$ cat src/rtl/vx_mem_rsp_merge.sv
// vx_mem_rsp_merge
// Collects partial coalesced memory responses for one outstanding multi-lane
// request and emits one merged response once every requested lane is in.
// One table entry per in-flight request, indexed by the low tag bits.
// The output is a one-deep register that supports load and drain in the
// same cycle, so back-to-back merged responses are possible.
//
// Optional build macro: VX_MEM_RSP_MERGE_CHECK_EN
//   defined   : beats to invalid entries, beats whose lanes were already
//               received, and beats with lanes outside the expected mask
//               are accepted and dropped, and they set the sticky err_out.
//   undefined : err_out is held at 0 and beats are merged without checks.

module vx_mem_rsp_merge #(
    parameter int NUM_REQS   = 4,
    parameter int DATA_WIDTH = 32,
    parameter int TAG_WIDTH  = 8,
    parameter int QUEUE_SIZE = 4
) (
    input  logic                           clk,
    input  logic                           reset,

    input  logic                           req_valid_in,
    input  logic [NUM_REQS-1:0]            req_mask_in,
    input  logic [TAG_WIDTH-1:0]           req_tag_in,
    output logic                           req_ready_in,

    input  logic                           rsp_valid_in,
    input  logic [NUM_REQS-1:0]            rsp_mask_in,
    input  logic [NUM_REQS*DATA_WIDTH-1:0] rsp_data_in,
    input  logic [TAG_WIDTH-1:0]           rsp_tag_in,
    output logic                           rsp_ready_in,

    output logic                           rsp_valid_out,
    output logic [NUM_REQS-1:0]            rsp_mask_out,
    output logic [NUM_REQS*DATA_WIDTH-1:0] rsp_data_out,
    output logic [TAG_WIDTH-1:0]           rsp_tag_out,
    input  logic                           rsp_ready_out,

    output logic                           err_out
);

    localparam int IDX_BITS = $clog2(QUEUE_SIZE);

    typedef logic [NUM_REQS-1:0][DATA_WIDTH-1:0] lane_data_t;

    // ------------------------------------------------------------------
    // Table state
    // ------------------------------------------------------------------
    logic [QUEUE_SIZE-1:0] valid_q, valid_d;
    logic [TAG_WIDTH-1:0]  tag_q  [QUEUE_SIZE];
    logic [TAG_WIDTH-1:0]  tag_d  [QUEUE_SIZE];
    logic [NUM_REQS-1:0]   exp_q  [QUEUE_SIZE];
    logic [NUM_REQS-1:0]   exp_d  [QUEUE_SIZE];
    logic [NUM_REQS-1:0]   rcv_q  [QUEUE_SIZE];
    logic [NUM_REQS-1:0]   rcv_d  [QUEUE_SIZE];
    lane_data_t            data_q [QUEUE_SIZE];
    lane_data_t            data_d [QUEUE_SIZE];

    // Output register and sticky error
    logic                  out_valid_q, out_valid_d;
    logic [NUM_REQS-1:0]   out_mask_q,  out_mask_d;
    lane_data_t            out_data_q,  out_data_d;
    logic [TAG_WIDTH-1:0]  out_tag_q,   out_tag_d;
    logic                  err_q,       err_d;

    // ------------------------------------------------------------------
    // Combinational decode of the incoming request and response beat
    // ------------------------------------------------------------------
    logic [IDX_BITS-1:0]   req_idx_s;
    logic [IDX_BITS-1:0]   rsp_idx_s;
    logic                  rsp_ent_valid_s;
    logic [NUM_REQS-1:0]   rsp_exp_s;
    logic [NUM_REQS-1:0]   rsp_rcv_s;
    logic [NUM_REQS-1:0]   merged_rcv_s;
    lane_data_t            rsp_lane_s;
    lane_data_t            merged_data_s;
    logic                  beat_bad_s;
    logic                  completes_s;
    logic                  req_ready_s;
    logic                  rsp_ready_s;
    logic                  req_fire_s;
    logic                  rsp_fire_s;
    logic                  out_load_s;
    logic                  unused_rsp_tag_s;

    assign req_idx_s       = req_tag_in[IDX_BITS-1:0];
    assign rsp_idx_s       = rsp_tag_in[IDX_BITS-1:0];
    assign rsp_ent_valid_s = valid_q[rsp_idx_s];
    assign rsp_exp_s       = exp_q[rsp_idx_s];
    assign rsp_rcv_s       = rcv_q[rsp_idx_s];
    assign merged_rcv_s    = rsp_rcv_s | rsp_mask_in;
    assign rsp_lane_s      = rsp_data_in;

    // Only the index bits of the response tag select an entry; the stored
    // tag is what goes out with the merged response.
    assign unused_rsp_tag_s = &{1'b0, rsp_tag_in};

`ifdef VX_MEM_RSP_MERGE_CHECK_EN
    // A beat is illegal if its entry is not allocated, if it repeats a lane
    // already received, or if it carries a lane the request never asked for.
    assign beat_bad_s = !rsp_ent_valid_s
                     || (|(rsp_mask_in & rsp_rcv_s))
                     || (|(rsp_mask_in & ~rsp_exp_s));
`else
    assign beat_bad_s = 1'b0;
`endif

    // A beat only completes a live entry; a completing beat needs room in
    // the output register, everything else is always accepted.
    assign completes_s = rsp_valid_in && rsp_ent_valid_s && !beat_bad_s
                      && (merged_rcv_s == rsp_exp_s);
    assign rsp_ready_s = !reset && (!completes_s || !out_valid_q || rsp_ready_out);
    assign req_ready_s = !reset && !valid_q[req_idx_s];

    assign req_fire_s  = req_valid_in && req_ready_s;
    assign rsp_fire_s  = rsp_valid_in && rsp_ready_s;
    assign out_load_s  = rsp_fire_s && completes_s;

    // Merge this beat's lanes over the stored data for the addressed entry.
    always_comb begin
        merged_data_s = data_q[rsp_idx_s];
        for (int l = 0; l < NUM_REQS; l++) begin
            if (rsp_mask_in[l]) begin
                merged_data_s[l] = rsp_lane_s[l];
            end else begin
                merged_data_s[l] = data_q[rsp_idx_s][l];
            end
        end
    end

    // Next state of the table: merge or retire on a beat, then allocate.
    always_comb begin
        valid_d = valid_q;
        tag_d   = tag_q;
        exp_d   = exp_q;
        rcv_d   = rcv_q;
        data_d  = data_q;

        if (rsp_fire_s && !beat_bad_s) begin
            if (completes_s) begin
                // Entry is retired at the same edge its data moves out.
                valid_d[rsp_idx_s] = 1'b0;
                rcv_d[rsp_idx_s]   = {NUM_REQS{1'b0}};
            end else begin
                rcv_d[rsp_idx_s]   = merged_rcv_s;
                data_d[rsp_idx_s]  = merged_data_s;
            end
        end else begin
            valid_d = valid_q;
        end

        // Allocation only targets an entry whose registered valid is low,
        // so it can never collide with a completion on the same entry.
        if (req_fire_s) begin
            valid_d[req_idx_s] = 1'b1;
            tag_d[req_idx_s]   = req_tag_in;
            exp_d[req_idx_s]   = req_mask_in;
            rcv_d[req_idx_s]   = {NUM_REQS{1'b0}};
        end else begin
            tag_d = tag_d;
        end
    end

    // Next state of the output register and the sticky error flag.
    always_comb begin
        out_valid_d = out_valid_q;
        out_mask_d  = out_mask_q;
        out_data_d  = out_data_q;
        out_tag_d   = out_tag_q;

        if (out_load_s) begin
            out_valid_d = 1'b1;
            out_mask_d  = rsp_exp_s;
            out_data_d  = merged_data_s;
            out_tag_d   = tag_q[rsp_idx_s];
        end else if (out_valid_q && rsp_ready_out) begin
            out_valid_d = 1'b0;
        end else begin
            out_valid_d = out_valid_q;
        end

        err_d = err_q | (rsp_fire_s & beat_bad_s);
    end

    // Register all state; synchronous reset drops every entry and output.
    always_ff @(posedge clk) begin
        if (reset) begin
            valid_q     <= {QUEUE_SIZE{1'b0}};
            for (int i = 0; i < QUEUE_SIZE; i++) begin
                tag_q[i]  <= {TAG_WIDTH{1'b0}};
                exp_q[i]  <= {NUM_REQS{1'b0}};
                rcv_q[i]  <= {NUM_REQS{1'b0}};
                data_q[i] <= '0;
            end
            out_valid_q <= 1'b0;
            out_mask_q  <= {NUM_REQS{1'b0}};
            out_data_q  <= '0;
            out_tag_q   <= {TAG_WIDTH{1'b0}};
            err_q       <= 1'b0;
        end else begin
            valid_q     <= valid_d;
            tag_q       <= tag_d;
            exp_q       <= exp_d;
            rcv_q       <= rcv_d;
            data_q      <= data_d;
            out_valid_q <= out_valid_d;
            out_mask_q  <= out_mask_d;
            out_data_q  <= out_data_d;
            out_tag_q   <= out_tag_d;
            err_q       <= err_d;
        end
    end

    assign req_ready_in  = req_ready_s;
    assign rsp_ready_in  = rsp_ready_s;
    assign rsp_valid_out = out_valid_q;
    assign rsp_mask_out  = out_mask_q;
    assign rsp_data_out  = out_data_q;
    assign rsp_tag_out   = out_tag_q;
    assign err_out       = err_q;

endmodule

$ cat config.mk
export PLATFORM = sky130hd
export DESIGN_NAME = vx_mem_rsp_merge
export DESIGN_NICKNAME = d
export VERILOG_FILES = /design/src/rtl/vx_mem_rsp_merge.sv
export SDC_FILE = /design/constraint.sdc
export NUM_CORES = 1
export LEC_CHECK = 0
export ABC_CLOCK_PERIOD_IN_PS = 3400
export BUFFER_PORTS_ARGS = -buffer_cell sky130_fd_sc_hd__buf_2
export CAP_MARGIN = 10
export CORE_AREA = 2 2 297 299
export CTS_CLUSTER_SIZE = 20
export DETAILED_ROUTE_END_ITERATION = 8
export DIE_AREA = 0 0 299 301
export GPL_TIMING_DRIVEN = 0
export PLACE_DENSITY_LB_ADDON = 0.15
export SYNTH_ARGS = -nofsm -noshare
export SYNTH_HDL_FRONTEND = slang
export SYNTH_SLANG_ARGS = --single-unit
$ cat constraint.sdc
create_clock -name clk -period 3.4 [get_ports clk]
set_input_delay 0.17 -clock clk [delete_from_list [all_inputs] [get_ports clk]]
set_output_delay 0.17 -clock clk [all_outputs]
set_load 0.01 [all_outputs]
# == After elaboration in Yosys (flattened, before gate mapping) ==
# Index checks and enable logic that the tools add are counted.
# totals
word_cells,120
reg_bits,721
# classes
reduce_logical,20
muxes,44
n_eq_ne,1
magnitude_cmp,8
n_bitwise,11
# op_table
op,count
$bwmux W512,1
$mux W128,3
$bmux W128 S2,1
$demux W128 S2,1
$mux W32,4
$mux W16,3
$mux W4,9
$and A16 B16 Y16,2
$bwmux W16,2
$bwmux W32,1
$not A16 Y16,2
$mux W8,3
$bmux W4 S2,2
$bmux W8 S2,1
$demux W4 S2,2
$demux W8 S2,1
$logic_and A1 B1 Y1,12
$or A4 B4 Y4,2
$ge A3 B3 Y1 const B,2
$lt A2 B3 Y1 const B,2
$lt A3 B1 Y1 const B,2
$mux W1,6
$not A2 Y3,2
$and A4 B4 Y4,1
other kinds (10),17

# == Logic depth before layout (Yosys ltp) ==
# depth
word_depth,15
mapped_depth,11
depth_no_buf,6

# == Worst setup path after synthesis ==
# Ideal clock, no wire load.
# synth_timing
path_type,input-to-reg
startpoint,in rsp_tag_in[0]
endpoint,reg data_q[487] in the netlist's numbering
setup_slack_ns,0.916
cell_stages,10
setup_ns,0.138
required_time_ns,3.262
path_buffers,4
arrival_time_ns,2.345
cell_sequence,buf_4 mux4_2 or3_1 a22oi_1 nand4_1 buf_2 clkbuf_1 clkbuf_1 a21oi_1 a211oi_1
# synth_between
elab_chain_cells,13
word_cells_on_any_way,30
# synth_rtl
item,line_no,text
from (decl),31,"input logic [TAG_WIDTH-1:0] rsp_tag_in,"
$not A2 Y3 (implied by the code),n/a,
$bmux W4 S2,91,assign rsp_rcv_s = rcv_q[rsp_idx_s];
$mux W4 (implied by the code) (2 in a row),91,
$or A4 B4 Y4,92,assign merged_rcv_s = rsp_rcv_s | rsp_mask_in;
$eq A4 B4 Y1,112,&& (merged_rcv_s == rsp_exp_s);
$logic_and A1 B1 Y1,112,
$logic_not A1 Y1,113,assign rsp_ready_s = !reset && (!completes_s || !out_valid_q || rsp_ready_out);
$logic_or A1 B1 Y1 (2 in a row),113,
$logic_and A1 B1 Y1,113,
$logic_and A1 B1 Y1,117,assign rsp_fire_s = rsp_valid_in && rsp_ready_s;
$reduce_and A2 Y1 (no source line),n/a,
to (signal assigned),206,data_q <= data_d;
to (decl),57,lane_data_t data_q [QUEUE_SIZE];
# Parallel ways exist; a longest one is shown, timed or not. The select of a mux whose other input is x is not followed.
# A chain may end at the register's enable or synchronous reset.

# == Worst setup path in the final report ==
# layout_timing
startpoint,in rsp_tag_in[0]
endpoint,reg data_q[408] in the netlist's numbering
# Same word-level chain as after synthesis.

==> summary.txt <==
Clock network
  – Sinks on the clock net: 721
  – Clock root buffer: sky130_fd_sc_hd__clkbuf_16
  – Buffers inserted by post-CTS timing repair: 0
  – Total clock buffers created by CTS: 80
  – CTS tree: yes
  – Reg clk slew, reported paths: 0.06 ns
  – Depth of the CTS H-tree: 3
  – Number of buffers on the longest clock path: 3
  – Worst-Skew Late Latency: 0.63 ns

Floorplanning
  – I/O pin cnt: 301
  – Number of cell rows: 108
  – Die W: 299 um
  – Area inside the core boundary: roughly 86000 um^2
  – Starting utilization of the core area: 0.3477
  – Die Ht: approximately 300 um
  – Die Area: 90000 um^2

STA
  – Post-route clock period utilization: 0.9561
  – Min setup slack post-route: 0.1493 ns
  – Number of max-slew violations in the final report: 0
  – Max-Slew Margin vs Limit: 0.1092
  – Maximum clock rate: roughly 310 MHz
  – Slew @ Worst Pin: around 1.3 ns
  – Post-layout minimum cycle time: 3.251 ns
  – Final setup violation count: 0
  – Largest clock skew in the final design: 0.02317 ns
  – Hold Slack: 0.02682 ns
  – Final Hold Viols: 0

Critical path
  – Worst EP arrival: 3.78 ns
  – Endpoint class of the critical path: register
  – Critical path startpoint category: input pin
  – Most common cell on crit path: sky130_fd_sc_hd__buf_2
  – Endpoint of the most critical register-to-register path: rsp_data_out[85]
  – Crit Path Max Fanout: 10
  – Cell-by-cell trace of the critical path: buf_4 > buf_2 > buf_2 > buf_2 > nor3_1 > clkbuf_1 > clkbuf_1 > a21oi_1 > a211oi_1
  – Largest stage delay, worst path: 1.03 ns
  – Worst reg-to-reg path cell count: 8
  – Critical-path cell with the highest stage delay: sky130_fd_sc_hd__clkbuf_1
  – Reg2reg start: exp_q[0]
  – Required time at the worst-slack endpoint: 3.93 ns
  – Worst reg2reg setup slack: roughly 0.18 ns
  – Path type of the worst setup path: in2reg

Yosys
  – Gate count of the mapped netlist: 2934
  – #FFs+latches synth: ~720
  – Portion of the post-synthesis area used by sequential elements: 0.4800
  – Dominant register cell in the synthesized netlist: sky130_fd_sc_hd__dfxtp_1
  – Top cells by area in the synthesized netlist: sky130_fd_sc_hd__dfxtp_1 (48%), sky130_fd_sc_hd__a211oi_1 (16%), sky130_fd_sc_hd__a21oi_1 (12%), sky130_fd_sc_hd__mux4_2 (11%), sky130_fd_sc_hd__mux2i_1 (4.3%)
  – EDFF count, synth: 0
  – Count of different cell masters after synthesis: 34
  – Synth Warn #: 0
  – Dominant cell type by area after synthesis: sky130_fd_sc_hd__dfxtp_1
  – Synth async-reset ratio: 0
  – Synthesized netlist net count: just over 3000
  – Cell area after synthesis: ~30000 um^2
  – Synth top area share: 0.4800
  – Post-synthesis average cell area: 10.25 um^2

Detailed routing
  – Initial DRT Pass Iterations: 5
  – Via-per-instance ratio: 5.745
  – Detailed router's first-iteration violation count: 2081
  – Total number of vias: 26020
  – Total Routed Length: 116.9 mm
  – Average routed wire per standard cell: 25.82 um
  – Antenna-violating nets left: 0
  – DRC violations left: 0

Global routing
  – Via count of the first global-routing pass: 25900
  – Sum of overflow across all layers after global routing: 0
  – Total Routing Usage GR: 0.2526
  – Antenna violations before repair: 5
  – Pin count of the biggest net entering global routing: 20
  – Global-route wire length before repair: 172.5 mm

Power and ir drop
  – Power per standard cell area: 539.2 nW/um^2
  – Highest ir drop seen on vdd: 0.0003316 V
  – Static Leak: 12.23 nW

Min path
  – Cell count of the worst hold path: 3
  – Hold Path End: data_q[243]
  – Worst min-delay path category: in2reg
  – Critical hold path startpoint: rsp_data_in[115]

Flow run
  – Maxcap violations: 0

Final layout
  – Multi-input combinational cell area: 14080 um^2
  – FILL cells: 8720
  – Final Instance Area: 35710 um^2
  – Area growth syn-to-layout: 18.78%
  – Nets: ~3500
  – Storage element area: 14430 um^2
  – Leading cell type in the layout, fill and taps excluded: sky130_fd_sc_hd__dfxtp_1
  – Fraction of layout cells with a size suffix above 1: 0.2081
  – Most frequent cells in the layout: sky130_fd_sc_hd__dfxtp_1 (721), sky130_fd_sc_hd__a21oi_1 (697), sky130_fd_sc_hd__a211oi_1 (630), sky130_fd_sc_hd__buf_2 (387), sky130_fd_sc_hd__clkbuf_1 (227)

Placement
  – DPL Wire Length: 81.80 mm
  – Placement Setup Slack: -0.7633 ns
  – Final weighted congestion in routability-driven placement: 0.8452
  – Post-detailed-placement cell area: 32970 um^2
  – Count of input and output buffers: 288

Run status
  – Outcome: finished clean
## cell usage after synthesis (2+ instances only)
master,number
sky130_fd_sc_hd__a211oi_1,630
sky130_fd_sc_hd__a211oi_2,10
sky130_fd_sc_hd__a21oi_1,697
sky130_fd_sc_hd__a31oi_1,12
sky130_fd_sc_hd__a32o_1,4
sky130_fd_sc_hd__and2_1,5
sky130_fd_sc_hd__and3_1,2
sky130_fd_sc_hd__buf_1,19
sky130_fd_sc_hd__buf_2,100
sky130_fd_sc_hd__buf_4,18
sky130_fd_sc_hd__clkbuf_1,225
sky130_fd_sc_hd__dfxtp_1,721
sky130_fd_sc_hd__mux2i_1,130
sky130_fd_sc_hd__mux4_2,145
sky130_fd_sc_hd__nand2_1,93
sky130_fd_sc_hd__nand2b_1,6
sky130_fd_sc_hd__nand3_1,27
sky130_fd_sc_hd__nor2_1,25
sky130_fd_sc_hd__nor2b_1,3
sky130_fd_sc_hd__nor3_1,8
sky130_fd_sc_hd__nor3b_1,2
sky130_fd_sc_hd__o21ai_0,19
sky130_fd_sc_hd__o41ai_1,2
sky130_fd_sc_hd__or3_1,18
sky130_fd_sc_hd__or3b_2,3
sky130_fd_sc_hd__xor2_1,2
## per-layer routing
metal	wire (um)	global-route usage
met1	50420	0.3339
met2	55380	0.4162
met3	7711	0.04848
met4	3406	0.08036
met5	0	0
## area by class of cell
class	instances	area share
flip-flops and latches	721	0.4042
multi-input cells	1850	0.3943
inverters	1	0.0001051
repair buffers	300	0.04386
plain buffers	360	0.04397
well taps	1155	0.04047
clock inverters	31	0.009389
diodes	1	0.00007007
clock buffers	110	0.06369
## kinds of logic (layout without fill, tap and decap cells)
| kind of cell | after synthesis | in the layout | synth area share |
|---|---|---|---|
| buf+inv | 363 | 802 | 0.05172 |
| mux | 275 | 275 | 0.1519 |
| flops | 721 | 721 | 0.4800 |
| other cells | 1 | 2 | 0.0001247 |
| xor+xnor | 2 | 2 | 0.0005827 |
| simple gates | 195 | 195 | 0.02975 |
| compound gates | 1377 | 1377 | 0.2859 |
## flip-flops by register name, summed over array words and instances, names as in the netlist
signal / flops
rsp_data_out: 128
rsp_tag_out: 8
valid_q: 4
rcv_q: 16
tag_q: 32
data_q: 512
rsp_mask_out: 4
exp_q: 16
rsp_valid_out: 1
## critical path, delay by kind of cell
kind	cells	cell delay [ns]
buffers and inverters	6	2.71
and+or+nand+nor	1	0.45
AOI/OAI and AO/OA	2	0.43
## per-stage QoR
| stage | power (mW) | cells | util | setup TNS, ns |
|---|---|---|---|---|
| finish | 19.26 | 4529 | 0.4129 | 0 |
| detailed placement | 10.60 | 4378 | 0.3812 | -254.59 |
| CTS | 19.38 | 4528 | 0.4127 | 0 |
| global route | 19.88 | 4529 | 0.4129 | -0.0009264 |
| global placement | 10.59 | 4377 | 0.3810 | -268.83 |
| floorplan | 9.962 | 2934 | - | 0 |
## power by group
| part | total (mW) | switching, mW | internal, mW |
|---|---|---|---|
| registers | 8.80 | 0.118 | 8.68 |
| clock network | 8.83 | 3.69 | 5.13 |
| logic | 1.64 | 1.06 | 0.572 |
| total | 19.3 | 4.87 | 14.4 |
## worst max-delay path by stage
stage,startpoint,end,slack [ns],cells after the start
floorplan,rsp_tag_in[0],data_q[487],0.92,10
global placement,rsp_tag_in[1],rsp_data_out[4],-0.79,8
detailed placement,rsp_tag_in[1],data_q[260],-0.76,8
CTS,rcv_q[2],data_q[137],0.008,9
global route,rcv_q[6],data_q[156],-0.0009,9
finish,rsp_tag_in[0],data_q[408],0.15,9
## repair_timing
| action | in CTS | in global routing |
|---|---|---|
| endpoints found under the hold margin | 40 | 0 |
| endpoints found under the setup margin | 258 | 157 |
| gates resized for setup | 6 | 20 |
| hold buffers | 11 | 0 |
Power figures use the tool's default switching activity.
